$ cat src/rtl/shifter_pipe.sv
// shifter_pipe: pipelined barrel shifter with SLL/SRL/SRA/ROL/ROR and pass-through.
// Stage k applies the 2^k shift layer. Each stage uses valid/ready flow control,
// so the unit accepts one operation per cycle unless the output side stalls.
module shifter_pipe #(
    parameter int WIDTH = 16,
    parameter int SHW   = $clog2(WIDTH),
    parameter int TAG_W = 4
) (
    input  logic             clk,
    input  logic             rst_n,
    input  logic             in_valid,
    output logic             in_ready,
    input  logic [WIDTH-1:0] In,
    input  logic [SHW-1:0]   ShAmt,
    input  logic [2:0]       Mode,
    input  logic [TAG_W-1:0] in_tag,
    output logic             out_valid,
    input  logic             out_ready,
    output logic [WIDTH-1:0] Out,
    output logic [TAG_W-1:0] out_tag
);

    localparam logic [2:0] MODE_SLL = 3'b000;
    localparam logic [2:0] MODE_SRL = 3'b001;
    localparam logic [2:0] MODE_SRA = 3'b010;
    localparam logic [2:0] MODE_ROL = 3'b011;
    localparam logic [2:0] MODE_ROR = 3'b100;

    // Per-stage state: valid flag, partial result, and the operation's context.
    logic             v    [SHW];
    logic [WIDTH-1:0] data [SHW];
    logic [SHW-1:0]   amt  [SHW];
    logic [2:0]       mode [SHW];
    logic             sign [SHW];
    logic [TAG_W-1:0] tag  [SHW];
    logic [SHW-1:0]   ready;

    // Applies one shift layer of 'sh' bit positions. SRA fills with the original
    // operand's sign bit, not with the partial result's current MSB.
    function automatic logic [WIDTH-1:0] layer(input logic [WIDTH-1:0] d,
                                               input logic [2:0]       m,
                                               input logic             s,
                                               input int unsigned      sh);
        logic [WIDTH-1:0] r;
        case (m)
            MODE_SLL: r = d << sh;
            MODE_SRL: r = d >> sh;
            MODE_SRA: r = (d >> sh) | (s ? ~({WIDTH{1'b1}} >> sh) : '0);
            MODE_ROL: r = (d << sh) | (d >> (WIDTH - sh));
            MODE_ROR: r = (d >> sh) | (d << (WIDTH - sh));
            default:  r = d;
        endcase
        return r;
    endfunction

    // Ready chain. A stage can advance if it is empty or if every later stage
    // can also advance. This is written as an OR over all later stages so that
    // no ready bit feeds another ready bit.
    always_comb begin
        // NOTE: give every combinational output a default before any branch or
        // loop, so that no path leaves it unassigned and no latch is inferred.
        ready = '0;
        for (int k = 0; k < SHW; k++) begin
            logic acc;
            acc = out_ready;
            for (int j = k; j < SHW; j++) begin
                acc = acc | ~v[j];
            end
            ready[k] = acc;
        end
    end

    // Pipeline advance. A stage with ready=0 holds its fields. A bubble is
    // overwritten because an empty stage is always ready.
    always_ff @(posedge clk or negedge rst_n) begin
        if (!rst_n) begin
            // NOTE: every stage register is reset, not only the valid flags.
            // This makes Out and out_tag read 0 right after reset, including
            // a reset that arrives mid-stream.
            for (int k = 0; k < SHW; k++) begin
                v[k]    <= 1'b0;
                data[k] <= '0;
                amt[k]  <= '0;
                mode[k] <= '0;
                sign[k] <= 1'b0;
                tag[k]  <= '0;
            end
        end else begin
            // NOTE: state is updated with non-blocking assignments. Each stage
            // therefore reads its predecessor's value from before this edge.
            if (ready[0]) begin
                v[0] <= in_valid;
                if (in_valid) begin
                    data[0] <= ShAmt[0] ? layer(In, Mode, In[WIDTH-1], 32'd1) : In;
                    amt[0]  <= ShAmt;
                    mode[0] <= Mode;
                    sign[0] <= In[WIDTH-1];
                    tag[0]  <= in_tag;
                end
            end
            for (int k = 1; k < SHW; k++) begin
                if (ready[k]) begin
                    v[k] <= v[k-1];
                    if (v[k-1]) begin
                        data[k] <= amt[k-1][k]
                                   ? layer(data[k-1], mode[k-1], sign[k-1], 32'd1 << k)
                                   : data[k-1];
                        amt[k]  <= amt[k-1];
                        mode[k] <= mode[k-1];
                        sign[k] <= sign[k-1];
                        tag[k]  <= tag[k-1];
                    end
                end
            end
        end
    end

    // The outputs come straight from the last stage's registers.
    assign in_ready  = ready[0];
    assign out_valid = v[SHW-1];
    assign Out       = data[SHW-1];
    assign out_tag   = tag[SHW-1];

endmodule

$ cat config.mk
export PLATFORM = sky130hd
export DESIGN_NAME = shifter_pipe
export DESIGN_NICKNAME = d
export VERILOG_FILES = /design/src/rtl/shifter_pipe.sv
export SDC_FILE = /design/constraint.sdc
export NUM_CORES = 1
export LEC_CHECK = 0
export CAP_MARGIN = 5
export CORE_MARGIN = 4
export CORE_UTILIZATION = 50
export CTS_CLUSTER_DIAMETER = 30
export CTS_CLUSTER_SIZE = 16
export DETAILED_ROUTE_END_ITERATION = 16
export PLACE_DENSITY = 0.75
export SLEW_MARGIN = 20
export SYNTH_ARGS = -nofsm -noshare
export SYNTH_HDL_FRONTEND = slang
export SYNTH_SLANG_ARGS = --single-unit
$ cat constraint.sdc
create_clock -name clk -period 2.25 [get_ports clk]
set_clock_uncertainty 0.1 [all_clocks]
set_input_delay 0.225 -clock clk [delete_from_list [all_inputs] [get_ports clk]]
set_output_delay 0.225 -clock clk [all_outputs]
set_load 0.02 [all_outputs]
==> impl_summary.txt, run 1 <==
----------------------------------------------------
[Timing]
  Fin crit period ... 2.13 ns
  Worst slew margin relative to its limit ... 0.545
  Final setup vio count ... 0
  Max-slew violations ... 0
  Part of the cycle the worst path needs ... 0.945
  Final hold violations ... 0
  Setup repair after global routing missed its margin ... no
  Final WS setup ... 0.124 ns
  Transition at the pin with the smallest max-transition slack ... 0.682 ns
  Final setup TNS ... 0 ns
  Maximum frequency from static timing analysis ... 470 MHz

[Pwr]
  Total power ... 7.55 mW
  Power share of the combinational group ... 0.376
  Maximum vdd ir drop ... 0.000480 V
  Share of power burned in the clock network ... 0.205
  P_leak ... 3.00 nW
  Cell Pwr Density ... 1070 nW/µm²
  Cell internal pwr ... 4.64 mW
  Sequential power share ... 0.419
  Switching fraction of total power ... 0.386
  Net switching power of the design ... 2.91 mW

[Critical path]
  Startpoint of the most critical register-to-register path ... mode[9]$_DFFE_PN0P_
  Cell depth of the worst flop-to-flop path ... 4
  CP Data Required Time ... 1.92 ns
  Setup crit start kind ... register
  End of the worst register-to-register path ... data[34]$_DFFE_PN0P_
  Highest cell delay on the worst timing path ... 0.55 ns
  Worst-path fanout max ... 4
  Critical path class ... register to primary output
  Worst reg-to-reg setup slack ... 0.33 ns
  Slowest cell on the critical path ... sky130_fd_sc_hd__clkdlybuf4s50_1
  CP Cell Sequence ... nand4b_1 > or2_2 > clkdlybuf4s50_1
  Crit path DAT ... 1.80 ns
  CP endpoint kind ... primary output

[Placed design]
  Final HPWL from detailed placement ... 10100 µm
  I/O Buffers ... 52
  Worst setup slack after placement ... 0.176 ns
  Global placement routability congestion ... 0.865

[Floorplan]
  X dimension of the die ... 120 µm
  Std-Cell Rows ... 40
  Effective utilization at floorplan ... 0.515
  Number of top-level pins ... 53
  Die H ... 120 µm
  CORE AREA ... 12100 µm²
  Overall die area ... 14300 µm²

[Clock tree]
  Htree depth ... 3
  Resize count post-CTS ... 0
  TritonCTS clock tree ... done
  Post-CTS clock slew at the launch and capture registers of the worst setup and hold paths ... 0.07 ns
  Number of buffers between clock root and the deepest sink ... 2
  CTS root buf ... sky130_fd_sc_hd__clkbuf_16
  Clock buffer count from CTS ... 9
  Latest clock arrival within the worst-skew pair ... 0.36 ns
  Number of clock sinks ... 102

[Logic synthesis]
  Leading post-synthesis cells by cell area ... sky130_fd_sc_hd__dfrtp_1, sky130_fd_sc_hd__nand2_1, sky130_fd_sc_hd__mux2i_1
  Per-instance average area after synthesis ... 8.94 µm²
  Xor-xnor portion of the synthesized cell area ... 0.00984
  Number of enable flip-flop cells after synthesis ... 0
  Fraction of the mapped netlist area in compound gates ... 0.198
  Count of different cell masters after synthesis ... 55
  Simple-gate portion of the synthesized area ... 0.194
  Yosys warnings ... 0
  Most used flip-flop cell after synthesis ... sky130_fd_sc_hd__dfrtp_1
  Post-synthesis net count ... 728
  Most numerous cell in the Yosys netlist ... sky130_fd_sc_hd__nand2_1
  Seq cells post-synth ... 102
  Most numerous cell types in the synthesized netlist ... sky130_fd_sc_hd__nand2_1, sky130_fd_sc_hd__dfrtp_1, sky130_fd_sc_hd__o21ai_0
  Number of standard cells after synthesis ... 697
  Top cell type's share of synthesized area ... 0.409
  Multiplexer share of the synthesized area ... 0.112
  Share of synthesized area occupied by flip-flops and latches ... 0.409
  Share of async-settable or async-resettable flops after synthesis ... 1.00
  Combined area of all synthesized cells ... 6230 µm²
  Cell type with the highest aggregate area in the netlist ... sky130_fd_sc_hd__dfrtp_1
  Share of synthesized cell area in full adder, half adder and majority cells ... 0.00642
  Dominant combinational cell family by area after synthesis ... compound AO/OA/AOI/OAI gates

[Detailed routing]
  Wirelength per Cell ... 16.2 µm
  First-iteration detailed-routing DRC count ... 341
  DRC viols ... 0
  Router iterations before antenna repair ... 5
  Antenna Violating Nets Remaining ... 0
  Number of vias in the routed layout ... 5235
  Via density ... 5.93
  Post-Route WL ... 14300 µm

[Flow run]
  Max-cap violations ... 0

[GRT]
  Maximum number of pins on one net before global-route repair ... 48
  Number of global-route vias before repair ... 4885
  Global-route wire length before repair ... 23800 µm
  Overall fraction of global-route tracks in use ... 0.205
  Number of antenna violations at the first check in global routing ... 0
  Grt ovf ... 0

[Final layout]
  Fraction of final layout cells with drive strength greater than 1 ... 0.124
  Final-stage net count ... 741
  Multi-input logic area ... 3240 µm²
  Layout filler cell count ... 1112
  Syn-to-layout area delta ... 13.6%
  Sequential standard cell area ... 2550 µm²
  Antenna diodes ... 0

[Outcome]
  Status ... finished clean

[Min path]
  Worst min-delay path class ... primary input to async pin

----------------------------------------------------
==> cell families after synthesis <==
family	Yosys count
mux	66
xor+xnor	4
compound gates	181
simple gates	256
flops	102
buf+inv	84
fa+ha+maj	4
==> critical path, delay by kind of cell (launching register included) <==
kind          cells  cell delay [ns]
flops             1             0.40
simple gates      2             0.50
buf+inv           1             0.55
==> area by class of cell <==
cell class,count,area share
multi-input cells,511,0.458
flip-flops and latches,102,0.361
repair buffers,77,0.105
clock buffers,10,0.0338
well taps,168,0.0297
clock inverters,6,0.00884
inverters,9,0.00477
==> what timing repair did <==
action | CTS | global route
endpoints found under the hold margin | 36 | 0
hold buffers | 1 | 0
setup buffers | 0 | 0
==> power by group through the flow <==
stage | combinational, mW | sequential [mW] | clock (mW)
final | 2.84 | 3.16 | 1.55
after global routing | 3.14 | 3.26 | 1.67
after CTS | 2.85 | 3.15 | 1.59
after detailed placement | 2.83 | 3.19 | 0
after global placement | 2.77 | 3.15 | 0
after floorplan | 2.41 | 2.82 | 0
==> routing by layer <==
layer / vias up / GRT usage / part of all wire
met1: 2516 / 0.276 / 0.45
met4: 0 / 0.0866 / 0.025
met5: - / 0 / 0
met3: 24 / 0.0372 / 0.044
li1: 2534 / - / -
met2: 161 / 0.327 / 0.48
==> registers in the layout (all words and copies together), names as in the netlist <==
register   count
Out           16
data          48
amt            6
mode           9
v              3
out_tag        4
out_valid      1
sign           3
tag           12
==> cells in the final DEF, fill, tap and decap left out, types with 4 or more instances in the layout <==
cell type | netlist | final
sky130_fd_sc_hd__dfrtp_1 | 102 | 102
sky130_fd_sc_hd__a32o_1 | 5 | 5
sky130_fd_sc_hd__nand3_1 | 5 | 5
sky130_fd_sc_hd__a22o_1 | 12 | 12
sky130_fd_sc_hd__nand2_1 | 143 | 143
sky130_fd_sc_hd__buf_4 | 24 | 22
sky130_fd_sc_hd__clkdlybuf4s50_1 | 0 | 50
sky130_fd_sc_hd__nand2b_1 | 8 | 8
sky130_fd_sc_hd__and2_1 | 5 | 5
sky130_fd_sc_hd__nor2b_1 | 6 | 6
sky130_fd_sc_hd__mux2i_1 | 36 | 36
sky130_fd_sc_hd__o221ai_1 | 5 | 5
sky130_fd_sc_hd__clkbuf_16 | 0 | 9
sky130_fd_sc_hd__or4_1 | 13 | 13
sky130_fd_sc_hd__nor4b_1 | 5 | 5
sky130_fd_sc_hd__o2111ai_1 | 15 | 15
sky130_fd_sc_hd__nor2_1 | 36 | 36
sky130_fd_sc_hd__o21ai_1 | 18 | 18
sky130_fd_sc_hd__a21oi_1 | 13 | 13
sky130_fd_sc_hd__maj3_1 | 4 | 4
sky130_fd_sc_hd__o21ai_0 | 52 | 52
sky130_fd_sc_hd__and3_1 | 14 | 14
sky130_fd_sc_hd__inv_1 | 9 | 9
sky130_fd_sc_hd__a22oi_1 | 12 | 12
sky130_fd_sc_hd__o31ai_2 | 8 | 8
sky130_fd_sc_hd__o22ai_1 | 20 | 20
sky130_fd_sc_hd__mux2_2 | 30 | 30
sky130_fd_sc_hd__o2bb2ai_1 | 4 | 4
==> per-stage QoR <==
| stage | hold slack (ns) | cells | utilization | instance area, µm² |
|---|---|---|---|---|
| 4_1_cts | 0.273 | 883 | 0.585 | 7080 |
| 6_report | 0.263 | 883 | 0.585 | 7080 |
| 3_5_place_dp | 0.129 | 866 | 0.559 | 6770 |
| 5_1_grt | 0.304 | 883 | 0.585 | 7080 |
| 3_3_place_gp | 0.126 | 866 | 0.559 | 6770 |
| 2_1_floorplan | -0.171 | 697 | - | 6230 |
==> worst max path at each step <==
| stage | start | endpoint | slack [ns] | cells past startpoint |
|---|---|---|---|---|
| CTS | out_valid$_DFFE_PN0N_ | in_ready | 0.10 | 3 |
| detailed placement | out_ready | in_ready | 0.18 | 4 |
| global route | out_valid$_DFFE_PN0N_ | in_ready | 0.04 | 3 |
| finish | out_valid$_DFFE_PN0N_ | in_ready | 0.12 | 3 |
| floorplan | out_valid$_DFFE_PN0N_ | amt[13]$_DFFE_PN0P_ | 0.50 | 4 |
| global placement | out_ready | in_ready | 0.15 | 4 |
Power figures use the tool's default switching activity.
==> inputs of run 2 (changes only) <==
Settings changed: CELL_PAD_IN_SITES_DETAIL_PLACEMENT from default to 1, CELL_PAD_IN_SITES_GLOBAL_PLACEMENT from default to 1, CORE_UTILIZATION 50 to 45, PLACE_DENSITY 0.75 to 0.86.
==> impl_summary.txt, run 2 (synthesis gave the netlist of run 1 again) <==
----------------------------------------------------
[Clock tree]
  Number of buffers between clock root and the deepest sink ... 2
  Latest clock arrival within the worst-skew pair ... 0.36 ns
  Resize count post-CTS ... 0
  Number of clock sinks ... 102
  Htree depth ... 3
  Buffer count from post-CTS setup fixing ... 0
  CTS root buf ... sky130_fd_sc_hd__clkbuf_16
  Clock buffer count from CTS ... 9
  TritonCTS clock tree ... done
  Post-CTS clock slew at the launch and capture registers of the worst setup and hold paths ... 0.07 ns

[Critical path]
  Highest cell delay on the worst timing path ... 0.55 ns
  End of the worst register-to-register path ... data[20]$_DFFE_PN0P_
  CP endpoint kind ... primary output
  Crit path DAT ... 1.78 ns
  Startpoint of the most critical register-to-register path ... mode[8]$_DFFE_PN0P_
  Worst reg-to-reg setup slack ... 0.23 ns
  CP Cell Sequence ... nand4b_1 > or2_2 > clkdlybuf4s50_1
  Crit path buf inv count ... 1
  Critical path class ... register to primary output
  Worst-path fanout max ... 4
  Setup crit start kind ... register
  CP Data Required Time ... 1.92 ns
  Slowest cell on the critical path ... sky130_fd_sc_hd__clkdlybuf4s50_1
  Cell depth of the worst flop-to-flop path ... 4
  Cell family with most CP delay ... buffers and inverters

[Timing]
  Final hold violations ... 0
  Worst Hold Margin ... 0.340 ns
  Fin crit period ... 2.11 ns
  Transition at the pin with the smallest max-transition slack ... 0.804 ns
  Setup repair after global routing missed its margin ... no
  Part of the cycle the worst path needs ... 0.936
  Max-slew violations ... 0
  Final setup TNS ... 0 ns
  Worst slew margin relative to its limit ... 0.464
  Maximum frequency from static timing analysis ... 475 MHz
  Final setup vio count ... 0

[Outcome]
  Status ... finished clean

[Final layout]
  Top library cells by usage in the layout, fill and taps aside ... sky130_fd_sc_hd__nand2_1, sky130_fd_sc_hd__dfrtp_1, sky130_fd_sc_hd__o21ai_0
  Non-filler instance count after layout ... 894
  Final-stage net count ... 744
  Most frequent standard cell in the layout excluding fill and tap cells ... sky130_fd_sc_hd__nand2_1
  Layout filler cell count ... 1552
  Fraction of final layout cells with drive strength greater than 1 ... 0.127
  Max reg flops ... 48
  Syn-to-layout area delta ... 13.7%
  Cell area after layout ... 7090 µm²
  Sequential standard cell area ... 2550 µm²
  Most flop-heavy register ... data
  Multi-input logic area ... 3240 µm²
  Antenna diodes ... 0

[GRT]
  Global-route wire length before repair ... 28600 µm
  Maximum number of pins on one net before global-route repair ... 103
  Grt ovf ... 0
  Overall fraction of global-route tracks in use ... 0.221
  Number of global-route vias before repair ... 5547
  Number of antenna violations at the first check in global routing ... 0

[Detailed routing]
  Post-Route WL ... 16800 µm
  Number of vias in the routed layout ... 5313
  Met1 routed wirelength after detailed routing ... 7220 µm
  Via density ... 5.94
  Max Used Layer ... met4
  Wirelength per Cell ... 18.8 µm
  Routed length on met2 ... 8460 µm
  DRC viols ... 0
  Router iterations before antenna repair ... 5
  Antenna Violating Nets Remaining ... 0
  Met3 wire len ... 692 µm
  First-iteration detailed-routing DRC count ... 514

[Pwr]
  Cell Pwr Density ... 1080 nW/µm²
  Total power ... 7.68 mW
  P_leak ... 3.00 nW
  Maximum vdd ir drop ... 0.000560 V

[Floorplan]
  Effective utilization at floorplan ... 0.465
  X dimension of the die ... 126 µm
  Overall die area ... 15800 µm²
  CORE AREA ... 13400 µm²
  Std-Cell Rows ... 42
  Die H ... 126 µm
  Number of top-level pins ... 53

[Placed design]
  Inst Count DP ... 877
  Final HPWL from detailed placement ... 12000 µm
  Global placement routability congestion ... 0.878
  Placed cell areas ... 6800 µm²
  I/O Buffers ... 52

[Flow run]
  Max-cap violations ... 0

[Min path]
  Worst min-delay path class ... primary input to async pin

----------------------------------------------------
[run 2: cell types whose count changed in the layout (fill, tap and decap cells not counted)]
cell                       before  now
sky130_fd_sc_hd__clkbuf_8       1    0
sky130_fd_sc_hd__clkinv_4       2    0
sky130_fd_sc_hd__inv_6          2    4
sky130_fd_sc_hd__buf_4         22   25
sky130_fd_sc_hd__clkinv_2       0    1
sky130_fd_sc_hd__clkinv_8       1    0
sky130_fd_sc_hd__clkbuf_1       0    1
[run 2: worst min-delay path, delay by kind of cell]
kind / cells / cell delay [ns]
buffers and inverters: 3 / 1.03
[run 2: layout make-up]
class | count | share of cell area
clock buffer | 10 | 0.0323
sequential | 102 | 0.360
clock inverter | 6 | 0.00723
timing repair buffer | 80 | 0.108
tap | 176 | 0.0311
inverter | 9 | 0.00476
multi-input combinational | 511 | 0.457
[run 2: layer usage]
layer	GRT usage	vias up
met1	0.286	2619
met4	0.0938	0
li1	-	2522
met2	0.372	145
met3	0.0292	27
met5	0	-
[run 2: how the worst max path moves through the flow]
stage | start | endpoint | cells after the start
floorplan | out_valid$_DFFE_PN0N_ | amt[13]$_DFFE_PN0P_ | 4
global placement | out_ready | in_ready | 4
detailed placement | out_ready | in_ready | 4
CTS | out_valid$_DFFE_PN0N_ | in_ready | 3
global route | out_valid$_DFFE_PN0N_ | in_ready | 3
finish | v[1]$_DFFE_PN0N_ | in_ready | 3
[run 2: metrics by stage]
stage	utilization	worst slack, ns
2_1_floorplan	-	0.495
3_3_place_gp	0.507	0.152
3_5_place_dp	0.507	0.191
4_1_cts	0.529	0.121
5_1_grt	0.529	0.0477
6_report	0.529	0.144
[run 2: what timing repair did]
action / in CTS / in global routing
hold buffers: 1 / 0
endpoints found under the setup margin: 0 / 0
hold endpoints to repair: 102 / 0
[run 2: where the power goes]
group | internal (mW) | total [mW] | switching [mW]
registers | 2.42 | 3.15 | 0.722
clock network | 0.773 | 1.51 | 0.733
logic | 1.43 | 3.03 | 1.60
